## src/rtl/dc_pkg.sv

```systemverilog
// rtl/dc_pkg.sv - shared types, default constants and round-robin helper for data_component_fifo
package dc_pkg;

    typedef enum logic [1:0] {
        PASS  = 2'd0,
        HOLD  = 2'd1,
        RAND  = 2'd2,
        FLUSH = 2'd3
    } mode_e;

    localparam logic [31:0] DC_LFSR_SEED = 32'hACE1_0001;
    localparam logic [31:0] DC_LFSR_TAPS = 32'h8020_0003;

    // First requester strictly after ptr, wrapping within n channels (n <= 8).
    function automatic logic [2:0] rr_grant(input logic [7:0] req, input logic [2:0] ptr, input int n);
        logic [2:0] result;
        logic       found;
        int         idx;
        result = ptr;
        found  = 1'b0;
        for (int k = 1; k <= 8; k++) begin
            if (k <= n && !found) begin
                idx = int'(ptr) + k;
                if (idx >= n) idx = idx - n;
                if (req[idx]) begin
                    result = 3'(idx);
                    found  = 1'b1;
                end
            end
        end
        return result;
    endfunction

endpackage

```

## src/rtl/data_component_fifo_if.sv

```systemverilog
// rtl/data_component_fifo_if.sv - producer/consumer handshake bundle for data_component_fifo
interface data_component_fifo_if #(
    parameter int CH     = 2,
    parameter int DATA_W = 32
);
    localparam int CHW = (CH > 1) ? $clog2(CH) : 1;

    logic [CH-1:0]        in_valid;
    logic [CH-1:0]        in_ready;
    logic [CH*DATA_W-1:0] in_data;
    logic                 out_valid;
    logic                 out_ready;
    logic [DATA_W-1:0]    out_data;
    logic [CHW-1:0]       out_ch;

    modport master (
        output in_valid, in_data, out_ready,
        input  in_ready, out_valid, out_data, out_ch
    );

    modport slave (
        input  in_valid, in_data, out_ready,
        output in_ready, out_valid, out_data, out_ch
    );
endinterface

```

## src/rtl/dc_chan_fifo.sv

```systemverilog
// rtl/dc_chan_fifo.sv - single-channel synchronous FIFO with flush and occupancy output
module dc_chan_fifo #(
    parameter int DATA_W = 32,
    parameter int DEPTH  = 4
) (
    input  logic                     clk,
    input  logic                     rst_n,
    input  logic                     flush,
    input  logic                     push,
    input  logic                     pop,
    input  logic [DATA_W-1:0]        wrData,
    output logic [DATA_W-1:0]        rdData,
    output logic                     full,
    output logic                     empty,
    output logic [$clog2(DEPTH):0]   fill
);
    localparam int AW = $clog2(DEPTH);

    logic [DATA_W-1:0] mem [DEPTH];
    logic [AW-1:0]     wrPtr;
    logic [AW-1:0]     rdPtr;
    logic [AW:0]       count;

    assign full   = (count == (AW+1)'(DEPTH));
    assign empty  = (count == '0);
    assign rdData = mem[rdPtr];
    assign fill   = count;

    // Storage carries no reset; validity is tracked by count alone.
    always_ff @(posedge clk) begin
        if (push) mem[wrPtr] <= wrData;
    end

    always_ff @(posedge clk) begin
        if (!rst_n || flush) begin
            wrPtr <= '0;
            rdPtr <= '0;
            count <= '0;
        end else begin
            if (push) wrPtr <= wrPtr + AW'(1);
            if (pop)  rdPtr <= rdPtr + AW'(1);
            case ({push, pop})
                2'b10:   count <= count + (AW+1)'(1);
                2'b01:   count <= count - (AW+1)'(1);
                default: count <= count;
            endcase
        end
    end
endmodule

```

## src/rtl/data_component_fifo.sv

```systemverilog
// rtl/data_component_fifo.sv - CH buffered input channels merged round-robin into one registered output
module data_component_fifo
    import dc_pkg::*;
#(
    parameter int          DATA_W    = 32,
    parameter int          DEPTH     = 4,
    parameter int          CH        = 2,
    parameter bit          RND_EN    = 1'b1,
    parameter logic [31:0] LFSR_SEED = DC_LFSR_SEED,
    parameter logic [31:0] LFSR_TAPS = DC_LFSR_TAPS
) (
    input  logic                                clk,
    input  logic                                rst_n,
    input  logic [1:0]                          ctrl_mode,
    data_component_fifo_if.slave                bus,
    output logic [CH*($clog2(DEPTH)+1)-1:0]     fill
);
    localparam int FW  = $clog2(DEPTH) + 1;
    localparam int CHW = (CH > 1) ? $clog2(CH) : 1;
    localparam logic [DATA_W-1:0] SEED_TRUNC = LFSR_SEED[DATA_W-1:0];
    localparam logic [DATA_W-1:0] SEED = (SEED_TRUNC == '0) ? DATA_W'(1) : SEED_TRUNC;
    localparam logic [DATA_W-1:0] TAPS = LFSR_TAPS[DATA_W-1:0];

    typedef struct packed {
        logic [DATA_W-1:0] rand_val;
    } data_t;

    mode_e             mode;
    logic              runMode;
    logic              doRand;
    logic [CH-1:0]     full;
    logic [CH-1:0]     empty;
    logic [CH-1:0]     push;
    logic [CH-1:0]     pop;
    logic [DATA_W-1:0] headData [CH];
    logic [2:0]        grantRaw;
    logic [CHW-1:0]    grant;
    logic [CHW-1:0]    rrPtr;
    logic              load;
    data_t             loadData;
    data_t             outReg;
    logic [CHW-1:0]    outCh;
    logic              outValid;
    logic [DATA_W-1:0] lfsr;
    logic [DATA_W-1:0] lfsrNext;

    assign mode    = mode_e'(ctrl_mode);
    assign runMode = (mode == PASS) || (mode == RAND);
    assign doRand  = RND_EN && (mode == RAND);

    assign bus.in_ready = rst_n ? (~full & {CH{runMode}}) : '0;
    assign push         = bus.in_valid & bus.in_ready;

    generate
        for (genvar c = 0; c < CH; c++) begin : gChan
            dc_chan_fifo #(.DATA_W(DATA_W), .DEPTH(DEPTH)) uFifo (
                .clk    (clk),
                .rst_n  (rst_n),
                .flush  (mode == FLUSH),
                .push   (push[c]),
                .pop    (pop[c]),
                .wrData (bus.in_data[c*DATA_W +: DATA_W]),
                .rdData (headData[c]),
                .full   (full[c]),
                .empty  (empty[c]),
                .fill   (fill[c*FW +: FW])
            );
        end
    endgenerate

    assign grantRaw = rr_grant(8'(~empty), 3'(rrPtr), CH);
    assign grant    = grantRaw[CHW-1:0];
    assign load     = runMode && (!outValid || bus.out_ready) && (|(~empty));
    assign pop      = load ? (CH'(1) << grant) : '0;

    // Galois step: shift right, fold the taps back in when a one drops out.
    assign lfsrNext          = (lfsr >> 1) ^ (lfsr[0] ? TAPS : '0);
    assign loadData.rand_val = headData[grant] ^ (doRand ? lfsr : '0);

    always_ff @(posedge clk) begin
        if (!rst_n) begin
            outValid <= 1'b0;
            outReg   <= '0;
            outCh    <= '0;
            rrPtr    <= CHW'(CH - 1);
            lfsr     <= SEED;
        end else if (mode == FLUSH) begin
            outValid <= 1'b0;
        end else if (runMode) begin
            if (load) begin
                outValid <= 1'b1;
                outReg   <= loadData;
                outCh    <= grant;
                rrPtr    <= grant;
                if (doRand) lfsr <= lfsrNext;
            end else if (bus.out_ready) begin
                outValid <= 1'b0;
            end
        end
    end

    assign bus.out_valid = outValid;
    assign bus.out_data  = outReg.rand_val;
    assign bus.out_ch    = outCh;
endmodule

```

## src/flat_wrapper.sv

```systemverilog
// flat-port wrapper written by rule: the top's interface ports become plain ports
module data_component_fifo_flat import dc_pkg::*;
#(
    parameter int          DATA_W    = 32,
    parameter int          DEPTH     = 4,
    parameter int          CH        = 2,
    parameter bit          RND_EN    = 1'b1,
    parameter logic [31:0] LFSR_SEED = DC_LFSR_SEED,
    parameter logic [31:0] LFSR_TAPS = DC_LFSR_TAPS
)
  (clk, rst_n, ctrl_mode, fill, bus_in_valid, bus_in_data, bus_out_ready, bus_in_ready, bus_out_valid, bus_out_data, bus_out_ch);
  data_component_fifo_if #(.CH(CH), .DATA_W(DATA_W)) bus_i ();
  input  logic clk;
  input  logic rst_n;
  input  logic [1:0] ctrl_mode;
  output logic [CH*($clog2(DEPTH)+1)-1:0] fill;
  input wire logic [$bits(bus_i.in_valid)-1:0] bus_in_valid;
  input wire logic [$bits(bus_i.in_data)-1:0] bus_in_data;
  input wire logic [$bits(bus_i.out_ready)-1:0] bus_out_ready;
  output wire logic [$bits(bus_i.in_ready)-1:0] bus_in_ready;
  output wire logic [$bits(bus_i.out_valid)-1:0] bus_out_valid;
  output wire logic [$bits(bus_i.out_data)-1:0] bus_out_data;
  output wire logic [$bits(bus_i.out_ch)-1:0] bus_out_ch;
  assign bus_i.in_valid = bus_in_valid;
  assign bus_i.in_data = bus_in_data;
  assign bus_i.out_ready = bus_out_ready;
  assign bus_in_ready = bus_i.in_ready;
  assign bus_out_valid = bus_i.out_valid;
  assign bus_out_data = bus_i.out_data;
  assign bus_out_ch = bus_i.out_ch;
  data_component_fifo #(.DATA_W(DATA_W), .DEPTH(DEPTH), .CH(CH), .RND_EN(RND_EN), .LFSR_SEED(LFSR_SEED), .LFSR_TAPS(LFSR_TAPS)) u_core (.clk(clk), .rst_n(rst_n), .ctrl_mode(ctrl_mode), .bus(bus_i), .fill(fill));
endmodule
```

## config.mk

```make
export PLATFORM = sky130hd
export DESIGN_NAME = data_component_fifo_flat
export DESIGN_NICKNAME = d
export VERILOG_FILES = /design/src/rtl/dc_pkg.sv /design/src/rtl/data_component_fifo_if.sv /design/src/rtl/dc_chan_fifo.sv /design/src/rtl/data_component_fifo.sv /design/src/flat_wrapper.sv
export SDC_FILE = /design/constraint.sdc
export NUM_CORES = 1
export LEC_CHECK = 0
export CORE_MARGIN = 4
export CORE_UTILIZATION = 35
export CTS_CLUSTER_DIAMETER = 80
export CTS_CLUSTER_SIZE = 20
export DETAILED_ROUTE_END_ITERATION = 8
export HOLD_SLACK_MARGIN = 0.02
export PLACE_DENSITY = 0.64
export SKIP_LAST_GASP = 1
export SYNTH_ARGS = -nofsm -noshare
export SYNTH_HDL_FRONTEND = slang
export SYNTH_SLANG_ARGS = --single-unit
```

## constraint.sdc

```tcl
create_clock -name clk -period 6.4 [get_ports clk]
set_input_delay 1.28 -clock clk [delete_from_list [all_inputs] [get_ports clk]]
set_output_delay 1.28 -clock clk [all_outputs]
set_load 0.01 [all_outputs]
```

== Word level (Yosys, flattened, before mapping) ==
Memory sizes are Yosys's and may differ from the RTL's. A register that Yosys moved wholly into a read port is not among the register bits.
Index checks and enable logic that the tools add are counted.

* Bits in registers: 81
* Memory bits (writable): 256
* Input bits: 71
* Output and inout port bits: 42
* Memories kept: 2

* Add/subtract/negate cells: 12
* $lt $le $gt $ge: 5
* Equal/unequal tests: 8
* Shift operators: 1
* Multiplexer cells: 32
* Bitwise gates (word level): 10
* Reductions and logical operators: 18

{| class="wikitable"
|+ Memory list
! name !! depth !! width !! rd ports !! clocked after memory_dff !! write ports !! RTL line !! source
|-
| u_core.gChan[0].uFifo.mem || 4 || 32 || 1 || 1 || 1 || dc_chan_fifo.sv:19 || <nowiki>logic [DATA_W-1:0] mem [DEPTH];</nowiki>
|-
| u_core.gChan[1].uFifo.mem || 4 || 32 || 1 || 1 || 1 || dc_chan_fifo.sv:19 ||
|}

{| class="wikitable"
|+ Operator list
! operator !! count
|-
| 32-bit 2-to-1 mux || 8
|-
| 32-bit by 3-bit greater-or-equal comparator with 1-bit output, second input constant || 2
|-
| 32-bit by 5-bit less-than comparator with 1-bit output, second input constant || 2
|-
| 32-bit by 3-bit subtractor with 32-bit output, second input constant || 2
|-
| 31-bit by 32-bit XOR with 32-bit output || 1
|-
| 32-bit XOR || 1
|-
| 1-bit 2-to-1 mux || 14
|-
| 2-bit 2-to-1 mux || 6
|-
| 3-bit one-hot mux with 2 select lines || 2
|-
| 2-bit by 1-bit adder with 2-bit output, second input constant || 4
|-
| 2-bit equality test, second input constant || 4
|-
| 2-bit NOT with 8-bit output || 1
|-
| 3-bit by 1-bit adder with 3-bit output, second input constant || 2
|-
| 1-bit binary-select mux with 3-bit select || 2
|-
| 3-bit equality test, second input constant || 2
|-
| 3-bit zero test || 2
|-
| 2-bit nonzero test || 3
|-
| 3-bit by 1-bit subtractor with 3-bit output, second input constant || 2
|-
| 2-bit bitwise AND || 2
|-
| 2-bit by 1-bit equality test with 1-bit output, second input constant || 2
|-
| 2-bit NOT || 2
|-
| 4-bit AND reduction || 1
|-
| 2-bit OR reduction || 2
|-
| 1-bit by 2-bit adder with 3-bit output, second input constant || 1
|-
| 11 further kinds || 16
|}

== Longest topological paths before layout ==
Gate-level depths: netlist (run 1).

* Word-level depth: 18
* Mapped depth: 10
* Gate-level depth less buffers: 9

== Cells and area by module ==
From an unflattened synthesis (run 1), not the netlist that was laid out.

* Cells, all modules: 881
* Area, all modules: 13614.3 um^2

{| class="wikitable"
|+ By module, submodules not included
! module !! instances !! cells an instance !! area an instance (um^2) !! sequential area each (um^2)
|-
| dc_chan_fifo || 2 || 215 || 5098.6 || 4023.9
|-
| data_component_fifo || 1 || 451 || 3417.0 || 1341.3
|}

== Worst setup path after synthesis (run 1) ==
No wires, ideal clock.

* Path type: input to register
* Start: in ctrl_mode[0]
* End: reg u_core.gChan[0].uFifo.count[2]
* Library setup time: 0.071 ns
* Arrival time: 3.258 ns
* Data required time: 6.329 ns
* Path slack: 3.070 ns
* Cell stages on the path: 9
* Path buffers: 1
* Cell sequence: buf_2 nand2b_1 a211oi_2 inv_1 ha_1 fa_1 xnor2_1 or3_1 a21oi_1

* Word-level cells in the longest chain between the ends: 7

{| class="wikitable"
|+ RTL lines
! element !! RTL line !! source
|-
| from (decl) || flat_wrapper.sv:15 || <nowiki>input logic [1:0] ctrl_mode;</nowiki>
|-
| 2-bit equality test or 2-bit zero test (tied branches) || data_component_fifo.sv:48 || <nowiki>assign runMode = (mode == PASS) || (mode == RAND);</nowiki>
|-
| 1-bit logical OR || data_component_fifo.sv:48 ||
|-
| 2-bit bitwise AND or 1-bit logical AND (tied branches) || data_component_fifo.sv:51, data_component_fifo.sv:73 ||
|-
| 2-bit 2-to-1 mux or 1-bit logical AND (tied branches) || data_component_fifo.sv:51, data_component_fifo.sv:73 ||
|-
| 2-bit bitwise AND or 2-bit 2-to-1 mux (tied branches) || data_component_fifo.sv:52, data_component_fifo.sv:74 ||
|-
| 2-bit by 1-bit equality test with 1-bit output or 2-bit equality test (tied branches) || dc_chan_fifo.sv:42 || <nowiki>case ({push, pop})</nowiki>
|-
| 3-bit one-hot mux with 2 select lines or 2-bit nonzero test (tied branches) || n/a ||
|-
| to (signal assigned) || dc_chan_fifo.sv:43 || <nowiki>2'b10: count <= count + (AW+1)'(1);</nowiki>
|-
| to (signal assigned) || dc_chan_fifo.sv:44 || <nowiki>2'b01: count <= count - (AW+1)'(1);</nowiki>
|-
| to (signal assigned) || dc_chan_fifo.sv:45 || <nowiki>default: count <= count;</nowiki>
|-
| to (decl) || dc_chan_fifo.sv:22 || <nowiki>logic [AW:0] count;</nowiki>
|}

Parallel ways exist; a longest one is shown, timed or not.
A chain may end at the register's enable or synchronous reset.

== Final worst setup path (run 1) ==
* Start: in ctrl_mode[0]
* End: out bus_in_ready[1]

* Word-level cells in the longest chain between the ends: 4

{| class="wikitable"
|+ RTL lines
! element !! RTL line !! source
|-
| 2-bit equality test or 2-bit zero test (tied branches) || data_component_fifo.sv:48 ||
|-
| 1-bit logical OR (*) || data_component_fifo.sv:48 ||
|-
| 2-bit bitwise AND (*) || data_component_fifo.sv:51 || <nowiki>assign bus.in_ready = rst_n ? (~full & {CH{runMode}}) : '0;</nowiki>
|-
| 2-bit 2-to-1 mux (*) || data_component_fifo.sv:51 ||
|-
| to (decl) || flat_wrapper.sv:20 || <nowiki>output wire logic [$bits(bus_i.in_ready)-1:0] bus_in_ready;</nowiki>
|}

Every way passes the cells marked *; elsewhere a longest branch is shown, timed or not.

==> impl_metrics.yaml, run 1 <==
placed_design:
  dp_hpwl_microns: 20800
  gp_congestion: 0.744
  port_buffers: 112
  placed_cell_area_sq_um: 15700
logic_synthesis:
  netlist_area_sq_um: 14400
  synth_top_family_by_area: "compound AO/OA/AOI/OAI gates"
  muxShareOfSynthArea_pct: 10.3
  async_flop_share_pct: 0
  yosys_warnings: 0
  seq_area_frac_synth_pct: 65.3
  syn_nets: 1011
  ys_seq_elements: 341
  synth_cells: 928
  synthFlopType: "edfxtp_1"
  synthDistinctLibCells: 58
  syn_area_per_cell_sq_um: 15.5
  synth-compound-area-share_pct: 11.0
  synthXorXnorAreaFrac_pct: 0.548
  synthAdderAreaFrac_pct: 1.15
  synth-edff-count: 256
  yosys.area_share.simple_pct: 7.17
setup_path:
  reg2reg_slack_ps: 3470
  critical_path_class: "primary input to output port"
  worst_setup_path_start_kind: "primary input"
  cp_max_fo: 12
  crit_required_ps: 5120
  critPathCaptureType: "output port"
  cp.arrival_ps: 3080
routing:
  drc: 0
  drt_iter0_drc: 603
  wl_per_cell_microns: 20.4
  drt_wl_total_microns: 31500
  ant_nets: 0
  vias_per_cell: 5.26
  dr.pass1.iters: 5
  num_vias: 8160
clock_tree:
  cts-root-buf: "clkbuf_16"
  postCtsResizedCells: 0
  h-tree-depth: 1
  cts_buffers: 21
  clock_path_buffers: 3
  cts_hold_buf: 0
  insertion_delay_ps: 530
  cts.sinks: 341
  clk_pin_slew_worst_paths_ps: 80
  cts_tree: "done"
  cts_setup_buffers: 0
floorplanning:
  die_w_microns: 211
  die_y_microns: 211
  start_util_pct: 35.8
  ios: 113
  die_area_sq_um: 44400
  core_region_area_sq_um: 40200
  rows: 73
timing:
  finClkSkew_ps: 24.3
  tns_ps: 0
  final_max_slew_viol_count: 0
  finalSetupViolCount: 0
  rsz0062_at_grt: "false"
  period_minus_slack_ps: 4360
  timing.final.hold_violations: 0
  maxSlewHeadroom_pct: 36.4
  post-route-period-util_pct: 68.2
  tightest_slew_ps: 954
  max_freq_mhz: 229
grt:
  grt_pass1_vias: 8012
  grt_start_max_net_pins: 97
  track_usage_pct: 14.0
  antenna_found_initial: 0
  grt_pass1_wl_microns: 48700
  grt_overflow_total: 0
final_layout:
  multi_input_area_sq_um: 4370
  layout_commonest_cell: "edfxtp_1"
  fillCellCount: 3698
  seq_area_sq_um: 9390
  area_growth_pct: 13.8
  nNetsFinal: 1093
  postLayoutCoreUtil_pct: 40.7
  stdcell_area_sq_um: 16400
  drive_above_1_share_pct: 13.8
  antenna_cells: 0
  layout_common_cells: "edfxtp_1 (256), clkdlybuf4s50_1 (111), nand3_1 (91)"
min_path:
  min_path_type: "register to register"
pwr:
  powerDensity_nw_per_um2: 257
  peakVddDrop_mv: 0.193
  p_leak_nw: 5.17
run_status:
  status: "finished clean"
run:
  cap_viol_max_count: 0
-- power breakdown --
group          switching [mW]  internal, mW  total, mW
sequential             0.0311          2.41       2.45
clock                   0.712         0.651       1.36
combinational           0.228         0.166      0.394
total                   0.971          3.23       4.20
-- final timing paths --
kind | start | to | depth (start not counted)
max | ctrl_mode[0] | bus_in_ready[1] | 4
min | u_core.gChan[0].uFifo.rdPtr[0] | u_core.gChan[0].uFifo.rdPtr[0] | 2
max reg2reg | u_core.gChan[0].uFifo.fill[0] | u_core.gChan[1].uFifo.fill[2] | 8
min reg2reg | u_core.gChan[0].uFifo.rdPtr[0] | u_core.gChan[0].uFifo.rdPtr[0] | 2
-- flip-flops by register name, indices dropped and copies added (netlist names), 4 cells and up, named ones only --
name                      count
u_core.gChan.uFifo.mem      256
u_core.bus.out_data          32
u_core.lfsr                  32
u_core.gChan.uFifo.rdPtr      4
u_core.gChan.uFifo.wrPtr      4
u_core.gChan.uFifo.fill       6
-- critical path, cell delays in order --
cell	delay [ps]
clkdlybuf4s50_1	720
nand2b_1	360
a21oi_1	150
clkdlybuf4s50_1	560
-- cells by family after synthesis --
kind of cell    Yosys count
xor+xnor                  9
simple gates            222
buf+inv                  88
mux                      67
compound gates          189
flops                   341
fa+ha+maj                12
-- cell type report --
cell class	count	share of cell area (%)
clock buffers	35	3.66
clock inverters	3	0.161
repair buffers	129	7.62
well taps	525	4.02
multi-input cells	499	26.7
flip-flops and latches	341	57.4
inverters	18	0.413
-- metrics by stage --
| step | worst slack (ps) | instances | hold slack, ps | power, mW |
|---|---|---|---|---|
| 6_report | 2040 | 1550 | 492 | 4.20 |
| 5_1_grt | 1910 | 1550 | 510 | 4.37 |
| 4_1_cts | 2010 | 1550 | 492 | 4.25 |
| 3_5_place_dp | 2010 | 1512 | 476 | 2.90 |
| 3_3_place_gp | 2040 | 1512 | 467 | 2.89 |
| 2_1_floorplan | 3070 | 928 | 454 | 2.75 |
-- Yosys cell counts, types with 3 or more instances --
cell type / count / area (sq um)
inv_1: 16 / 60.1
o21ai_1: 7 / 35.0
mux4_1: 3 / 78.8
xor2_1: 3 / 26.3
buf_2: 20 / 100
o211ai_2: 20 / 250
xnor2_1: 6 / 52.6
clkbuf_1: 10 / 37.5
nor2_1: 19 / 71.3
a2111o_1: 28 / 315
dlygate4sd1_1: 7 / 61.3
a21oi_1: 64 / 320
ha_1: 10 / 125
buf_6: 7 / 78.8
clkbuf_8: 12 / 165
nand3_1: 91 / 455
o211a_1: 28 / 280
mux4_2: 61 / 1370
a31oi_1: 4 / 25.0
nand2_1: 86 / 323
dfxtp_1: 85 / 1700
or3_1: 5 / 31.3
edfxtp_1: 256 / 7690
o211ai_1: 13 / 97.6
o21ai_0: 4 / 20.0
a21o_1: 4 / 30.0
and2_1: 8 / 50.1
nand4_1: 4 / 25.0
mux2i_1: 3 / 30.0
a211o_1: 4 / 35.0
buf_4: 3 / 22.5
-- per-layer routing --
metal	track usage [%]	vias up	part of all wire [%]
met4	2.64	0	1.9
met1	20.1	4122	45
met2	22.8	184	49
li1	-	3819	-
met5	0	-	0
met3	2.52	35	4.9
(Power assumes the default switching activity.)
==> run 2, diff against run 1 <==
==> constraint.sdc (replaced) <==
create_clock -name clk -period 4.2 [get_ports clk]
set_input_delay 0.84 -clock clk [delete_from_list [all_inputs] [get_ports clk]]
set_output_delay 0.84 -clock clk [all_outputs]
set_load 0.01 [all_outputs]
==> impl_metrics.yaml, run 2 (synthesis results as in run 1) <==
placed_design:
  dp_hpwl_microns: 20900
  port_buffers: 112
  dp_cells: 1518
  gp_congestion: 0.753
timing:
  hold-worst-slack_ps: 485
  timing.final.hold_violations: 0
  rsz0062_at_grt: "false"
  period_minus_slack_ps: 3190
  maxSlewHeadroom_pct: 33.8
  tightest_slew_ps: 994
  final_max_slew_viol_count: 0
  finalSetupViolCount: 0
  finClkSkew_ps: 23.5
  post-route-period-util_pct: 75.9
  tns_ps: 0
  max_freq_mhz: 314
floorplanning:
  die_y_microns: 211
  die_area_sq_um: 44400
  ios: 113
  core_region_area_sq_um: 40200
  die_w_microns: 211
  rows: 73
  start_util_pct: 35.8
grt:
  grt_overflow_total: 0
  antenna_found_initial: 0
  grt_pass1_wl_microns: 49200
  grt_pass1_vias: 8186
  track_usage_pct: 14.1
  grt_start_max_net_pins: 97
routing:
  dr.pass1.iters: 5
  drt_wl_total_microns: 32000
  vias_per_cell: 5.30
  wl_per_cell_microns: 20.6
  num_vias: 8250
  drc: 0
  drt_iter0_drc: 647
  ant_nets: 0
final_layout:
  layout_commonest_cell: "edfxtp_1"
  drive_above_1_share_pct: 13.8
  antenna_cells: 0
  largest_reg_flops: 256
  nNetsFinal: 1099
  regMostFlops: "u_core.gChan.uFifo.mem"
  area_growth_pct: 14.0
  layout_common_cells: "edfxtp_1 (256), clkdlybuf4s50_1 (111), nand3_1 (91)"
  stdcell_count: 1556
pwr:
  p_leak_nw: 5.19
  peakVddDrop_mv: 0.289
  powerDensity_nw_per_um2: 390
  finalPower_mw: 6.38
clock_tree:
  clock_path_buffers: 3
  cts.sinks: 341
  postCtsResizedCells: 0
  insertion_delay_ps: 530
  clk_pin_slew_worst_paths_ps: 80
  h-tree-depth: 1
  cts_hold_buf: 0
  cts_setup_buffers: 0
  cts_tree: "done"
  cts_buffers: 21
  cts-root-buf: "clkbuf_16"
setup_path:
  cp.arrival_ps: 2350
  critPathCaptureType: "output port"
  worst_setup_path_start_kind: "primary input"
  crit_required_ps: 3360
  cp_max_fo: 12
  critical_path_class: "primary input to output port"
  reg2regPathDepth: 8
min_path:
  hold_depth: 2
  min_path_type: "register to register"
run_status:
  status: "finished clean"
run:
  cap_viol_max_count: 0
run 2: changes by cell type in the layout (fill, tap and decap cells not counted):
| cell | delta |
|---|---|
| buf_4 | +6 |
| and2_1 | +4 |
| and2_2 | -4 |
| clkbuf_1 | +2 |
| inv_6 | -2 |
| clkbuf_16 | -1 |
| dfxtp_1 | -1 |
| dfxtp_2 | +1 |
| inv_16 | +1 |
run 2: path summary, 6_finish.rpt:
path | start | endpoint | slack, ps
worst max register to register | u_core.gChan[0].uFifo.fill[0] | u_core.gChan[1].uFifo.fill[2] | 1300
worst max-delay path | ctrl_mode[0] | bus_in_ready[1] | 1010
worst min-delay path | u_core.gChan[0].uFifo.rdPtr[0] | u_core.gChan[0].uFifo.rdPtr[0] | 480
worst min register to register | u_core.gChan[0].uFifo.rdPtr[0] | u_core.gChan[0].uFifo.rdPtr[0] | 480
run 2: power by group:
| part | total (mW) | leakage, nW | internal [mW] | switching [mW] |
|---|---|---|---|---|
| Clock | 2.05 | 0.291 | 0.964 | 1.08 |
| Combinational | 0.604 | 1.90 | 0.255 | 0.348 |
| Sequential | 3.73 | 3.00 | 3.68 | 0.0520 |
| Total | 6.38 | 5.19 | 4.90 | 1.48 |
run 2: routing by layer:
metal,track usage [%],share of wire [%],vias up
li1,-,-,3826
met1,19.8,44,4195
met3,1.86,4.7,29
met5,0,0,-
met4,2.46,1.5,0
met2,24.1,50,200
run 2: area by class of cell:
| type | instances | area, sq um |
|---|---|---|
| clock buffers | 36 | 582 |
| clock inverters | 2 | 28.8 |
| flip-flops and latches | 341 | 9390 |
| fillers | 3724 | 23800 |
| repair buffers | 135 | 1290 |
| multi-input cells | 499 | 4360 |
| inverters | 18 | 67.6 |
| well taps | 525 | 657 |
run 2: stage by stage:
step / area [sq um] / utilization [%] / worst slack [ps]
after floorplan: 14400 / - / 1310
after global placement: 15800 / 39.2 / 700
after detailed placement: 15800 / 39.2 / 697
after CTS: 16400 / 40.8 / 1000
after global routing: 16400 / 40.8 / 914
final: 16400 / 40.8 / 1010
run 2: worst max-delay path: stages:
cell and delay [ps]:
clkdlybuf4s50_1 390, buf_4 190, nand2b_1 220, a21oi_1 150, clkdlybuf4s50_1 550
